--- src/rtl/key_pkg.sv ---
// key_pkg: channel FSM state encoding and 1 ms tick divider helper
package key_pkg;

    typedef enum logic [2:0] {REL, PDB, HELD, LONG, RDB} key_fsm_e;

    function automatic int tick_div(input int clk_hz);
        return clk_hz / 1000;
    endfunction

endpackage

--- src/rtl/key_debounce_if.sv ---
// key_debounce_if: raw key pins in, debounced levels and event pulses out
interface key_debounce_if #(parameter int N_KEYS = 4);

    logic [N_KEYS-1:0] key_in;
    logic [N_KEYS-1:0] key_state;
    logic [N_KEYS-1:0] key_press;
    logic [N_KEYS-1:0] key_release;
    logic [N_KEYS-1:0] key_long;

    modport master (output key_in, input key_state, key_press, key_release, key_long);
    modport slave (input key_in, output key_state, key_press, key_release, key_long);

endinterface

--- src/rtl/key_debounce_ch.sv ---
// key_debounce_ch: one key channel (synchronizer, debounce/long-press FSM, registered pulses)
module key_debounce_ch
    import key_pkg::*;
#(
    parameter int DEBOUNCE_MS    = 20,
    parameter int LONG_MS        = 1000,
    parameter bit KEY_ACTIVE_LOW = 1
) (
    input  logic clk,
    input  logic rst_n,
    input  logic tick,
    input  logic pin,
    output logic key_state,
    output logic key_press,
    output logic key_release,
    output logic key_long
);

    localparam int CW = $clog2(LONG_MS);
    localparam logic [CW-1:0] DEB_END = CW'(DEBOUNCE_MS - 1);
    localparam logic [CW-1:0] LONG_END = CW'(LONG_MS - 1);

    logic [1:0] sync;
    logic p;
    key_fsm_e state, state_n;
    logic [CW-1:0] cnt, cnt_n, cnt_inc;
    logic from_long, from_long_n;
    logic level_n, press_n, release_n, long_n;

    assign p = sync[1] ^ KEY_ACTIVE_LOW;
    assign cnt_inc = cnt + CW'(cnt != '1);

    always_ff @(posedge clk or negedge rst_n) begin
        if (!rst_n) begin
            sync        <= {2{KEY_ACTIVE_LOW}};
            state       <= REL;
            cnt         <= '0;
            from_long   <= 1'b0;
            key_state   <= 1'b0;
            key_press   <= 1'b0;
            key_release <= 1'b0;
            key_long    <= 1'b0;
        end else begin
            sync        <= {sync[0], pin};
            state       <= state_n;
            cnt         <= cnt_n;
            from_long   <= from_long_n;
            key_state   <= level_n;
            key_press   <= press_n;
            key_release <= release_n;
            key_long    <= long_n;
        end
    end

    // RDB remembers whether it came from LONG so a release bounce cannot re-fire key_long
    always_comb begin
        state_n     = state;
        cnt_n       = cnt;
        from_long_n = from_long;
        level_n     = key_state;
        press_n     = 1'b0;
        release_n   = 1'b0;
        long_n      = 1'b0;
        case (state)
            REL: if (p) begin
                state_n = PDB;
                cnt_n   = '0;
            end
            PDB: if (!p) state_n = REL;
            else if (tick) begin
                if (cnt == DEB_END) begin
                    state_n = HELD;
                    cnt_n   = '0;
                    press_n = 1'b1;
                    level_n = 1'b1;
                end else cnt_n = cnt_inc;
            end
            HELD: if (!p) begin
                state_n     = RDB;
                cnt_n       = '0;
                from_long_n = 1'b0;
            end else if (tick) begin
                if (cnt == LONG_END) begin
                    state_n = LONG;
                    long_n  = 1'b1;
                end else cnt_n = cnt_inc;
            end
            LONG: if (!p) begin
                state_n     = RDB;
                cnt_n       = '0;
                from_long_n = 1'b1;
            end
            RDB: if (p) begin
                state_n = from_long ? LONG : HELD;
                cnt_n   = '0;
            end else if (tick) begin
                if (cnt == DEB_END) begin
                    state_n   = REL;
                    cnt_n     = '0;
                    release_n = 1'b1;
                    level_n   = 1'b0;
                end else cnt_n = cnt_inc;
            end
            default: begin
                state_n = REL;
                cnt_n   = '0;
            end
        endcase
    end

endmodule

--- src/rtl/key_debounce.sv ---
// key_debounce: N debounced key channels sharing one 1 ms tick prescaler
module key_debounce
    import key_pkg::*;
#(
    parameter int N_KEYS         = 4,
    parameter int CLK_HZ         = 50_000_000,
    parameter int DEBOUNCE_MS    = 20,
    parameter int LONG_MS        = 1000,
    parameter bit KEY_ACTIVE_LOW = 1
) (
    input logic clk,
    input logic rst_n,
    key_debounce_if.slave bus
);

    localparam int DIV = tick_div(CLK_HZ);
    localparam int PW = $clog2(DIV);

    if (!(LONG_MS > DEBOUNCE_MS && DEBOUNCE_MS >= 2 && CLK_HZ >= 2000)) begin : g_bad_params
        $error("key_debounce: need LONG_MS > DEBOUNCE_MS >= 2 and CLK_HZ >= 2000");
    end

    logic [PW-1:0] presc;
    logic tick;

    assign tick = presc == PW'(DIV - 1);

    always_ff @(posedge clk or negedge rst_n) begin
        if (!rst_n) presc <= '0;
        else presc <= tick ? '0 : presc + PW'(1);
    end

    for (genvar i = 0; i < N_KEYS; i++) begin : g_ch
        key_debounce_ch #(
            .DEBOUNCE_MS   (DEBOUNCE_MS),
            .LONG_MS       (LONG_MS),
            .KEY_ACTIVE_LOW(KEY_ACTIVE_LOW)
        ) u_ch (
            .clk        (clk),
            .rst_n      (rst_n),
            .tick       (tick),
            .pin        (bus.key_in[i]),
            .key_state  (bus.key_state[i]),
            .key_press  (bus.key_press[i]),
            .key_release(bus.key_release[i]),
            .key_long   (bus.key_long[i])
        );
    end

endmodule

--- src/flat_wrapper.sv ---
// flat-port wrapper written by rule: the top's interface ports become plain ports
module key_debounce_flat import key_pkg::*;
#(
    parameter int N_KEYS         = 4,
    parameter int CLK_HZ         = 50_000_000,
    parameter int DEBOUNCE_MS    = 20,
    parameter int LONG_MS        = 1000,
    parameter bit KEY_ACTIVE_LOW = 1
)
  (clk, rst_n, bus_key_in, bus_key_state, bus_key_press, bus_key_release, bus_key_long);
  key_debounce_if #(.N_KEYS(N_KEYS)) bus_i ();
  input logic clk;
  input logic rst_n;
  input wire logic [$bits(bus_i.key_in)-1:0] bus_key_in;
  output wire logic [$bits(bus_i.key_state)-1:0] bus_key_state;
  output wire logic [$bits(bus_i.key_press)-1:0] bus_key_press;
  output wire logic [$bits(bus_i.key_release)-1:0] bus_key_release;
  output wire logic [$bits(bus_i.key_long)-1:0] bus_key_long;
  assign bus_i.key_in = bus_key_in;
  assign bus_key_state = bus_i.key_state;
  assign bus_key_press = bus_i.key_press;
  assign bus_key_release = bus_i.key_release;
  assign bus_key_long = bus_i.key_long;
  key_debounce #(.N_KEYS(N_KEYS), .CLK_HZ(CLK_HZ), .DEBOUNCE_MS(DEBOUNCE_MS), .LONG_MS(LONG_MS), .KEY_ACTIVE_LOW(KEY_ACTIVE_LOW)) u_core (.clk(clk), .rst_n(rst_n), .bus(bus_i));
endmodule
--- config.mk ---
export PLATFORM = sky130hd
export DESIGN_NAME = key_debounce_flat
export DESIGN_NICKNAME = d
export VERILOG_FILES = /design/src/rtl/key_pkg.sv /design/src/rtl/key_debounce_if.sv /design/src/rtl/key_debounce_ch.sv /design/src/rtl/key_debounce.sv /design/src/flat_wrapper.sv
export SDC_FILE = /design/constraint.sdc
export NUM_CORES = 1
export LEC_CHECK = 0
export CAP_MARGIN = 20
export CORE_MARGIN = 2
export CORE_UTILIZATION = 55
export DETAILED_ROUTE_END_ITERATION = 10
export PLACE_DENSITY = 0.73
export REMOVE_ABC_BUFFERS = 1
export SYNTH_ARGS = -nofsm -noshare
export SYNTH_HDL_FRONTEND = slang
export SYNTH_SLANG_ARGS = --single-unit
--- constraint.sdc ---
create_clock -name clk -period 2.6 [get_ports clk]
set_clock_uncertainty 0.1 [all_clocks]
set_input_delay 0.52 -clock clk [delete_from_list [all_inputs] [get_ports clk]]
set_output_delay 0.52 -clock clk [all_outputs]
set_load 0.02 [all_outputs]
Word level (Yosys, flattened, before mapping)
Cells that the tools add are included.
{ "op_classes": {"mul": 0, "mux": 173, "order_cmp": 0, "n_reduce_logical": 28, "shifts": 0, "div_mod_pow": 0, "add_sub_neg": 5, "eq_ne": 93, "bitwise_logic": 0} }
{ "op_table": {"columns": ["operator", "count"], "rows": [
  ["$mux 10", 36],
  ["$pmux 10 s5", 4],
  ["$mux 3", 44],
  ["$mux 1", 76],
  ["$pmux 3 s5", 4],
  ["$ne 2x2->1 const B", 28],
  ["$ne 3x3->1 const B", 16],
  ["$add 10x1->10", 4],
  ["$eq 10x10->1 const B", 4],
  ["$eq 10x5->1 const B", 4],
  ["$ne 10x10->1 const B", 4],
  ["$ne 3x2->1 const B", 12],
  ["$reduce_and 8->1", 4],
  ["$reduce_and 7->1", 4],
  ["$eq 3x2->1 const B", 8],
  ["$reduce_and 5->1", 4],
  ["$add 16x1->16 const B", 1],
  ["$eq 16x16->1 const B", 1],
  ["$mux 16", 1],
  ["$ne 2x1->1 const B", 8],
  ["$pmux 1 s2", 8],
  ["$reduce_bool 2->1", 8],
  ["$eq 3x1->1 const B", 4],
  ["$eq 3x3->1 const B", 4],
  ["other kinds (2)", 8]
]} }
{ "totals": {"wordCells": 332, "in_bits": 6, "mem_bits_rw": 0, "rom_bits": 0, "reg_bits": 96, "output_inout_bits": 16, "n_memories": 0, "latch_bits": 0} }

Logic depth before layout (Yosys ltp)
Gate-level depths: netlist of the first run.
{ "depth": {"word_depth": 6, "depth_mapped": 10} }

By module
A second synthesis of the first run with hierarchy kept.
{ "hier_totals": {"hier_cells": 655, "area_unflattened_um2": 6132.1} }
{ "modules_own_cells": {"columns": ["mod", "area_each_um2", "seq_area_each_um2", "cells_each", "instances"], "rows": [
  ["key_debounce_ch (u_core.g_ch[1].u_ch ...)", 1352.5, 503.0, 148, 3],
  ["key_debounce_ch (u_core.g_ch[0].u_ch)", 1312.5, 503.0, 144, 1],
  ["key_debounce", 762.0, 400.4, 67, 1]
]} }

Worst setup path before layout of the first run
Ideal clock, no wire load.
{ "synth_timing": {"path_kind": "register to register", "start": "register u_core.g_ch[3].u_ch.cnt[8]", "end": "register u_core.g_ch[3].u_ch.cnt[8]", "setup_time_ns": 0.121, "setup_slack_ns": 0.401, "stages_incl_launch_ff": 11, "t_arrival_ns": 1.978, "path_buffers": 0, "path_cell_list": "dfrtp_1 nand4_1 nor2_1 nand3_1 ha_1 ha_1 and3_1 nand3_1 xor2_1 a21oi_1 a22o_1"} }
{ "synth_between": {"elab_chain_cells": 6, "word_cells_on_any_way": 14, "cone_classes": "add/sub (1); eq/ne (4); mux (8); reduce/logical (1)"} }
{ "synth_rtl": {"columns": ["item", "line", "rtl"], "rows": [
  ["from (decl)", "key_debounce_ch.sv:26", "logic [CW-1:0] cnt, cnt_n, cnt_inc;"],
  ["from (signal assigned)", "key_debounce_ch.sv:46", "cnt <= cnt_n;"],
  ["$ne 10x10->1", "key_debounce_ch.sv:31", "assign cnt_inc = cnt + CW'(cnt != '1);"],
  ["$add 10x1->10", "key_debounce_ch.sv:31", null],
  ["$mux 10 (on tied branches)", "key_debounce_ch.sv:71, key_debounce_ch.sv:97, key_debounce_ch.sv:83", null],
  ["$mux 10 (on tied branches)", "key_debounce_ch.sv:96, key_debounce_ch.sv:82", null],
  ["$mux 10 (on tied branches)", "key_debounce_ch.sv:93, key_debounce_ch.sv:78, key_debounce_ch.sv:69", null],
  ["$pmux 10 s5", "key_debounce_ch.sv:64", "case (state)"]
]} }
Several ways; a longest one is shown, not always the timed one. The select of a mux whose other input is x is not followed.
A chain may end at the register's enable or synchronous reset.

Worst setup path in the final report of the first run
{ "layout_timing": {"start": "register u_core.presc[5]", "end": "register u_core.g_ch[1].u_ch.cnt[2]"} }
{ "layout_between": {"elab_chain_cells": 4, "word_cells_on_any_way": 7, "cone_classes": "eq/ne (2); mux (4); reduce/logical (1)"} }
{ "layout_rtl": {"columns": ["item", "line", "rtl"], "rows": [
  ["from (decl)", "key_debounce.sv:23", "logic [PW-1:0] presc;"],
  ["from (signal assigned)", "key_debounce.sv:30", "else presc <= tick ? '0 : presc + PW'(1);"],
  ["$eq 16x16->1 *", "key_debounce.sv:26", "assign tick = presc == PW'(DIV - 1);"],
  ["$mux 10", null, null],
  ["$mux 10 (on tied branches)", null, null],
  ["$pmux 10 s5", null, null],
  ["to (signal assigned)", "key_debounce_ch.sv:46", null],
  ["to (decl)", "key_debounce_ch.sv:26", null]
]} }
Mark *: on every way between the ends. The rest lies on a longest branch, timed or not. The select of a mux whose other input is x is not followed.

==> results, run 1 <==
- The run finished with clean final reports.
- In this run the power density over the cells is 521.4 mW/mm2.
- The TritonCTS clock tree is built.
- Synthesis inferred 96 register bits.
- The initial standard-cell utilization of the core is between 50% and 60%.
- For this run, the register share of the synthesized area comes to around 42%.
- The switching power is 1097 uW.
- From left edge to right edge, the die measures 106.8 um.
- The number of warnings issued by yosys is 0.
- The H-tree level count is 3.
- The worst hold path belongs to the class reg2reg.
- The count of buffers added on input and output ports is 21.
- The maximum vdd drop is roughly 400 uV.
- The cell area that synthesis handed to floorplanning was between 0.005 and 0.006 mm2.
- The global routing usage summed across all routing layers is 24.07%.
- The row count is 37.
- The sort of element at the end of the critical path is a register.
- The share of total power dissipated in combinational logic is about 23%.
- Per report_power, the sequential group accounts for about half of the total.
- Registers take 0.002416 mm2.
- In the routed layout, each cell is associated on average with a via count of 6.198.
- The half-perimeter wire length of the detailed placement result is 8842 um.
- Based on the critical path, the design can be clocked at up to 415.3 MHz.
- Relative to the synthesized area, the layout overhead comes to 8.337%.
- The root buffer cell is sky130_fd_sc_hd__clkbuf_8.
- The first routing iteration left 264 violations.
- The worst slack after detailed placement is 93.06 ps.
- The library cells used most frequently in the layout, excluding fill and tap cells, are 85 x sky130_fd_sc_hd__dfrtp_1, 60 x sky130_fd_sc_hd__nand2_1, 50 x sky130_fd_sc_hd__nor2_1.
- The area used by multi-input combinational logic is 0.003068 mm2.
- The relative max-transition margin is 63.62%.
- Averaged over all synthesized cells, the footprint is a little under 9 um2.
- Leaving out fill and tap cells, the most frequent cell in the layout is sky130_fd_sc_hd__dfrtp_1.
- For this design, the sink count on the clock tree is 96.
- Once detail routing completed, the nets flagged for antenna violations numbered 0.
- The biggest fanout along the worst timing path is 12.
- Data arrives at the worst endpoint at between 2000 and 3000 ps.
- The number of max-slew violations in the final report was 0.
- The synthesized netlist contains 78 unique library cells.
- The global-route congestion overflow total is 0.
- Clock latency on the worst-skew pair, taken at its later pin, is 380 ps.
- The share of final-layout standard cells stronger than drive strength 1 is 12.02%.
- The setup slack of the worst register-to-register path is 190 ps.
- The final-layout setup total negative slack is 0 ps.
- Entering global routing, the biggest net connects 44 pins.
- Yosys mapped a number of flops with a built-in enable equal to 0.
- The filler cell count in the final layout is 881.
- The maximum buffer depth of the clock tree is 2.
- Cell internal power was estimated by the tool at 2184 uW.
- The setup path with the least slack is of type reg2reg.
- The number of maximum-capacitance violations is 0.
- The final worst slack is 191.9 ps.
- The clock slew at the register clock pins of the worst setup and hold paths is 100 ps.
- The share of the cycle needed by the critical path after routing is 92.62%.
- The most frequently used flop master after synthesis is sky130_fd_sc_hd__dfrtp_1.
- In this run the static leakage power is about 0.0027 uW.
- The floorplan die height is around 110 um.
- After detailed routing, the average wire length per cell comes to approximately 16 um.
- The final antenna diode count is 0.
- The final number of hold-violating endpoints was 0.
- The clock power share is 27.8%.
- Final hold analysis gives a worst-case slack of between 200 and 300 ps.
- The total wire length is 12590 um.
- The residual DRC count is 0.
- For this design the top-level I/O count stands at 22.
- For this run, the post-layout net count is roughly 670.
- The die covers 0.01140 mm2.
- The total area inside the core boundary comes to about 0.01 mm2.
- In this run switching power makes up between 30% and 40% of total power.
- The global placement routability congestion is 0.8598.
- The number of global-route vias before repair is 4650.
- The initial antenna violation count was 0.
- Data on the critical path is required at its endpoint by 2810 ps.
- The global-route wire length before repair is 22210 um.
- The share of synthesized registers carrying an async set or reset is 100.0%.
- The final setup violation count is 0.
- The gate count after technology mapping is 649.
- TritonCTS created 9 clock buffers.
- The transition at the pin with the smallest max-transition slack is 541.6 ps.
- Detailed routing inserted a total of around 4900 vias.
- Setup repair after global routing left no endpoint under its margin.
- The detailed-routing iteration count for the pre-antenna-repair pass is 5.
- The post-layout minimum cycle time is 2408 ps.
- The type of origin of the critical path is a register.
cells by family after synthesis:
group / Yosys count / synth area share [%]
compound gates: 175 / 20.62
xor+xnor: 20 / 3.016
fa+ha+maj: 9 / 1.939
buf+inv: 66 / 5.816
flops: 96 / 41.53
mux: 6 / 1.099
simple gates: 277 / 25.98
through the flow:
step / std cells / power [uW] / instance area, um2 / utilization (%)
floorplan: 597 / 2185 / 5523 / -
global placement: 772 / 2365 / 6061 / 58.97
detailed placement: 772 / 2380 / 6061 / 58.97
CTS: 789 / 3305 / 6248 / 60.80
global route: 793 / 3476 / 6292 / 61.22
finish: 793 / 3281 / 6292 / 61.22
routing by layer:
layer / share of wire [%] / track usage [%] / vias to the layer above
met1: 47 / 34.32 / 2391
li1: - / - / 2394
met3: 4.4 / 6.383 / 11
met2: 47 / 36.35 / 119
met4: 1.2 / 6.865 / 0
met5: 0 / 0 / -
sequential cells by signal, summed over array words and instances, names as in the netlist:
register                      count
u_core.g_ch.u_ch.from_long        4
u_core.g_ch.u_ch.state           12
u_core.g_ch.u_ch.key_release      4
u_core.g_ch.u_ch.sync             8
u_core.g_ch.u_ch.key_state        4
u_core.g_ch.u_ch.key_press        4
u_core.presc                     16
u_core.g_ch.u_ch.key_long         4
u_core.g_ch.u_ch.cnt             40
final timing paths:
kind | startpoint | to | depth (start not counted)
min in group asynchronous | rst_n | u_core.g_ch[1].u_ch.cnt[1] | 2
worst max-delay path | u_core.presc[5] | u_core.g_ch[1].u_ch.cnt[2] | 7
worst min-delay path | u_core.g_ch[0].u_ch.sync[0] | u_core.g_ch[0].u_ch.sync[1] | 0
max in group asynchronous | rst_n | u_core.g_ch[2].u_ch.sync[1] | 3
worst max register to register | u_core.presc[5] | u_core.g_ch[1].u_ch.cnt[2] | 7
worst min register to register | u_core.g_ch[0].u_ch.sync[0] | u_core.g_ch[0].u_ch.sync[1] | 0
synthesized netlist by cell type, types with 8 or more instances:
cell type	number	area share (%)
sky130_fd_sc_hd__a21o_1	9	1.2
sky130_fd_sc_hd__clkbuf_1	25	1.6
sky130_fd_sc_hd__dfrtp_1	88	38
sky130_fd_sc_hd__ha_1	9	1.9
sky130_fd_sc_hd__a21oi_1	46	4.0
sky130_fd_sc_hd__and3_1	20	2.2
sky130_fd_sc_hd__o21ai_0	27	2.3
sky130_fd_sc_hd__nor4_1	9	0.97
sky130_fd_sc_hd__nand2b_1	19	2.0
sky130_fd_sc_hd__nor3_1	26	2.2
sky130_fd_sc_hd__dfstp_2	8	3.6
sky130_fd_sc_hd__inv_1	14	0.90
sky130_fd_sc_hd__nand2_1	60	3.9
sky130_fd_sc_hd__buf_4	18	2.3
sky130_fd_sc_hd__nand4_1	12	1.3
sky130_fd_sc_hd__a22o_1	9	1.4
sky130_fd_sc_hd__xnor2_1	11	1.7
sky130_fd_sc_hd__xor2_1	9	1.4
sky130_fd_sc_hd__nand3_1	28	2.4
sky130_fd_sc_hd__nor2_1	50	3.2
sky130_fd_sc_hd__a31oi_1	18	1.9
repair_timing:
action	4_1_cts	5_1_grt
endpoints found under the setup margin	0	15
hold endpoints to repair	32	0
buffers inserted	0	4
hold buffers	1	0
gates resized for setup	0	6
cell type report:
cell class | instances | area share (%)
clock buffers | 9 | 1.969
multi-input cells | 487 | 48.76
well taps | 136 | 2.704
clock inverters | 7 | 0.8550
inverters | 14 | 0.8352
repair buffers | 44 | 6.482
flip-flops and latches | 96 | 38.40
power groups by stage:
stage | Combinational [uW] | Clock (uW) | Sequential (uW)
3_3_place_gp | 713 | 0 | 1650
6_report | 739 | 911 | 1630
4_1_cts | 730 | 946 | 1630
3_5_place_dp | 721 | 0 | 1660
5_1_grt | 825 | 1010 | 1640
2_1_floorplan | 538 | 0 | 1650
critical path: stages (launching register included):
cell and delay, ps:
sky130_fd_sc_hd__dfrtp_1 470, sky130_fd_sc_hd__nor4_2 350, sky130_fd_sc_hd__and4_1 330, sky130_fd_sc_hd__nand2_2 250, sky130_fd_sc_hd__buf_4 280, sky130_fd_sc_hd__nor3_2 300
sky130_fd_sc_hd__a21oi_1 120, sky130_fd_sc_hd__a21oi_1 140
Note: power is estimated with default switching activity, not from simulation.
==> run 2, diff against run 1 <==
--- a/config.mk
+++ b/config.mk
@@ -6,7 +6,7 @@
 export NUM_CORES = 1
 export LEC_CHECK = 0
 export CAP_MARGIN = 20
-export CORE_MARGIN = 2
+export CORE_MARGIN = 1
 export CORE_UTILIZATION = 55
 export DETAILED_ROUTE_END_ITERATION = 10
 export PLACE_DENSITY = 0.73
==> results, run 2 (synthesized netlist as in run 1, its figures left out) <==
- The run finished with clean final reports.
- Traced cell by cell, the critical path runs through nor4_2, nand4_2, o41a_1, or2_0, a21o_1, a22o_1.
- The final-layout setup total negative slack is 0 ps (unchanged).
- In the final layout, the registers with the most flip-flops are u_core.g_ch.u_ch.cnt (40), u_core.presc (16), u_core.g_ch.u_ch.state (12).
- The total wire length is 12650 um (+0.51%).
- The worst hold slack came to 41.97 ps (-219.5 ps).
- The via count normalized by instance count is 6.216 (+0.29%).
- The number of nets in the layout was 661 (-0.90%).
- The clock sink count is 96 (unchanged).
- The share of the cycle needed by the critical path after routing came to 94.69% (+2.1 points).
- The number of buffers inserted to repair setup after CTS is 0 (unchanged).
- The number of standard cells in the layout, taps in and fillers out is 787 (-0.76%).
- The number of hold buffers added after cts is 0 (-1).
- The type of the worst setup path is reg2reg.
- The relative max-transition margin is 57.37% (-6.2 points).
- The power density over the cells came to 527.6 mW/mm2 (+1.2%).
- The final setup violation count is 0 (unchanged).
- u_core.g_ch.u_ch.cnt holds more flip-flops than any other register.
- The switching power came to 1077 uW (-1.8%).
- The type of origin of the critical path is a register.
- The TritonCTS clock tree is built.
- The row count is 37 (unchanged).
- The number of buffers inserted during clock tree synthesis is 9 (unchanged).
- The half-perimeter wire length of the detailed placement result came to 8789 um (-0.61%).
- The number of I/O port buffers is 21 (unchanged).
- The tightest min-delay check is of the in2async type.
- The residual DRC count was 0 (unchanged).
- The remaining number of nets flagged by the antenna check after routing came to 0 (unchanged).
- The biggest fanout along the worst timing path was 6 (-6).
- The share of final-layout standard cells stronger than drive strength 1 is 11.52% (-0.50 points).
- The arrival time at the worst endpoint is 2640 ps (+30 ps).
- The initial antenna violation count is 0 (unchanged).
- The most common cell after layout, fill and taps aside is sky130_fd_sc_hd__dfrtp_1.
- The maximum number of pins on one net before global-route repair is 49 (+11%).
- The reported leakage power is 0.002673 uW (+0.15%).
- The clock insertion delay at the later pin of the skew report is 380 ps (about the same).
- The clock power share is 28.1% (+0.3 points).
- The cell internal power dissipation is 2229 uW (+2.1%).
- The core region area is 0.01028 mm2 (unchanged).
- The root buffer cell is sky130_fd_sc_hd__clkbuf_8.
- The area used by multi-input combinational logic is 0.003083 mm2 (+0.49%).
- The switching portion of total power is 32.59% (-0.85 points).
- The sort of element at the end of the critical path is a register.
- The post-route standard cell area excluding fillers is 0.006266 mm2 (-0.42%).
- The gate family responsible for the most delay along the worst path is simple AND/OR/NAND/NOR gates.
- The upper clock frequency limit is 406.2 MHz (-2.2%).
- The global-route congestion overflow total is 0 (unchanged).
- The number of violations reported at the end of detailed-routing iteration 0 is 298 (+13%).
- The number of flip-flops under the largest register name is 40 (unchanged).
- The initial standard-cell utilization of the core is 56.51% (unchanged).
- The per-cell routed wire length is 16.08 um (+1.3%).
- The H-tree level count is 3 (unchanged).
- The number of maximum-capacitance violations was 0 (unchanged).
- The maximum vdd drop is 322.6 uV (-21%).
- The global-route wire length before repair came to 21600 um (-2.8%).
- The global routing usage summed across all routing layers came to 24.26% (+0.20 points).
- The floorplan die area is 0.01097 mm2 (-3.7%).
- Leaving out fill and tap cells, the most frequent cells in the layout are 85 x sky130_fd_sc_hd__dfrtp_1, 60 x sky130_fd_sc_hd__nand2_1, 50 x sky130_fd_sc_hd__nor2_1.
- The combinational share of power is 22.5% (about the same).
- The clock slew at the register clock pins of the worst setup and hold paths is 90 ps (about the same).
- The total cell area at the placement stage is 0.006053 mm2 (-0.12%).
- The detailed-routing iteration count for the pre-antenna-repair pass was 5 (unchanged).
- The required time at the worst-slack endpoint is 2770 ps (-40 ps).
- The total vias in the final route is 4892 (-0.47%).
- The transition at the pin with the smallest max-transition slack is 639.4 ps (+97.82 ps).
- The number of max-slew violations in the final report came to 0 (unchanged).
- The global placement routability congestion is 0.9041 (+5.2%).
- The maximum buffer depth of the clock tree is 2 (unchanged).
- The floorplan die height was 104.8 um (-1.9%).
- The post-layout minimum cycle time is 2462 ps (+53.86 ps).
- The number of primary I/O pins is 22 (unchanged).
- The final antenna diode count is 0 (unchanged).
- The number of global-route vias before repair is 4586 (-1.4%).
- The layout-stage area growth over the synthesis result is 7.885%.
- The relative contribution of sequential cells to total power was 49.4% (-0.3 points).
- The count of buffer and inverter cells on the critical path is 0 (-1).
- The x dimension of the die is 104.8 um (-1.9%).
- Setup repair after global routing could not meet its margin everywhere.
- The number of instances in the placed design is 771 (-0.13%).
- The filler cell count in the final layout is 895 (+1.6%).
- The sequential cell area was 0.002416 mm2 (unchanged).
- The final number of hold-violating endpoints is 0 (unchanged).
- The peak per-stage delay on the critical path is 470 ps (about the same).
- The cell with the largest stage delay on the worst path is sky130_fd_sc_hd__dfrtp_1.
==> run 2: path summary, 6_finish.rpt <==
path                                        startpoint                         endpoint  slack (ps)  depth (start not counted)
max                                    u_core.presc[5]       u_core.g_ch[0].u_ch.cnt[8]         140                          6
min                                              rst_n  u_core.g_ch[1].u_ch.key_release          40                          1
max reg2reg                            u_core.presc[5]       u_core.g_ch[0].u_ch.cnt[8]         140                          6
min reg2reg                u_core.g_ch[0].u_ch.sync[0]      u_core.g_ch[0].u_ch.sync[1]         260                          0
max in group asynchronous                        rst_n      u_core.g_ch[3].u_ch.sync[1]        1700                          2
min in group clk           u_core.g_ch[0].u_ch.sync[0]      u_core.g_ch[0].u_ch.sync[1]         260                          0
==> run 2: what timing repair did <==
| action | CTS | global route |
|---|---|---|
| endpoints found under the hold margin | 0 | 0 |
| endpoints found under the setup margin | 0 | 22 |
| resized for setup | 0 | 10 |
==> run 2: metrics by stage <==
stage	power, uW	util [%]	setup WS [ps]
after detailed placement	2377	58.90	51.24
after floorplan	2185	-	-4.670
after CTS	3313	60.69	5.636
after global placement	2364	58.90	143.5
final	3306	60.97	138.1
after global routing	3487	60.97	-1.342
==> run 2: layer usage <==
layer  track usage, %  up-vias  part of all wire [%]
met2            37.70      135                    46
met4            11.07        0                   2.8
met1            33.80     2346                    47
li1                 -     2385                     -
met3            3.431       26                   4.0
met5                0        -                     0
==> run 2: cell type report <==
type,instances,share of cell area [%]
multi-input cells,487,49.20
clock inverters,4,0.4593
clock buffers,12,2.476
well taps,136,2.716
repair buffers,38,5.751
inverters,14,0.8387
flip-flops and latches,96,38.56
==> run 2: power groups by stage <==
stage / Combinational, uW / Sequential (uW) / Clock (uW)
5_1_grt: 831 / 1650 / 1010
2_1_floorplan: 538 / 1650 / 0
3_5_place_dp: 718 / 1660 / 0
3_3_place_gp: 708 / 1660 / 0
4_1_cts: 724 / 1630 / 959
6_report: 744 / 1630 / 930
==> run 3, diff against run 2 <==
--- a/config.mk
+++ b/config.mk
@@ -8,6 +8,7 @@
 export CAP_MARGIN = 20
 export CORE_MARGIN = 1
 export CORE_UTILIZATION = 55
+export CTS_CLUSTER_SIZE = 10
 export DETAILED_ROUTE_END_ITERATION = 10
 export PLACE_DENSITY = 0.73
 export REMOVE_ABC_BUFFERS = 1
==> results of run 3 <==
Final layout, timing and power as in run 2 (identical DEF).
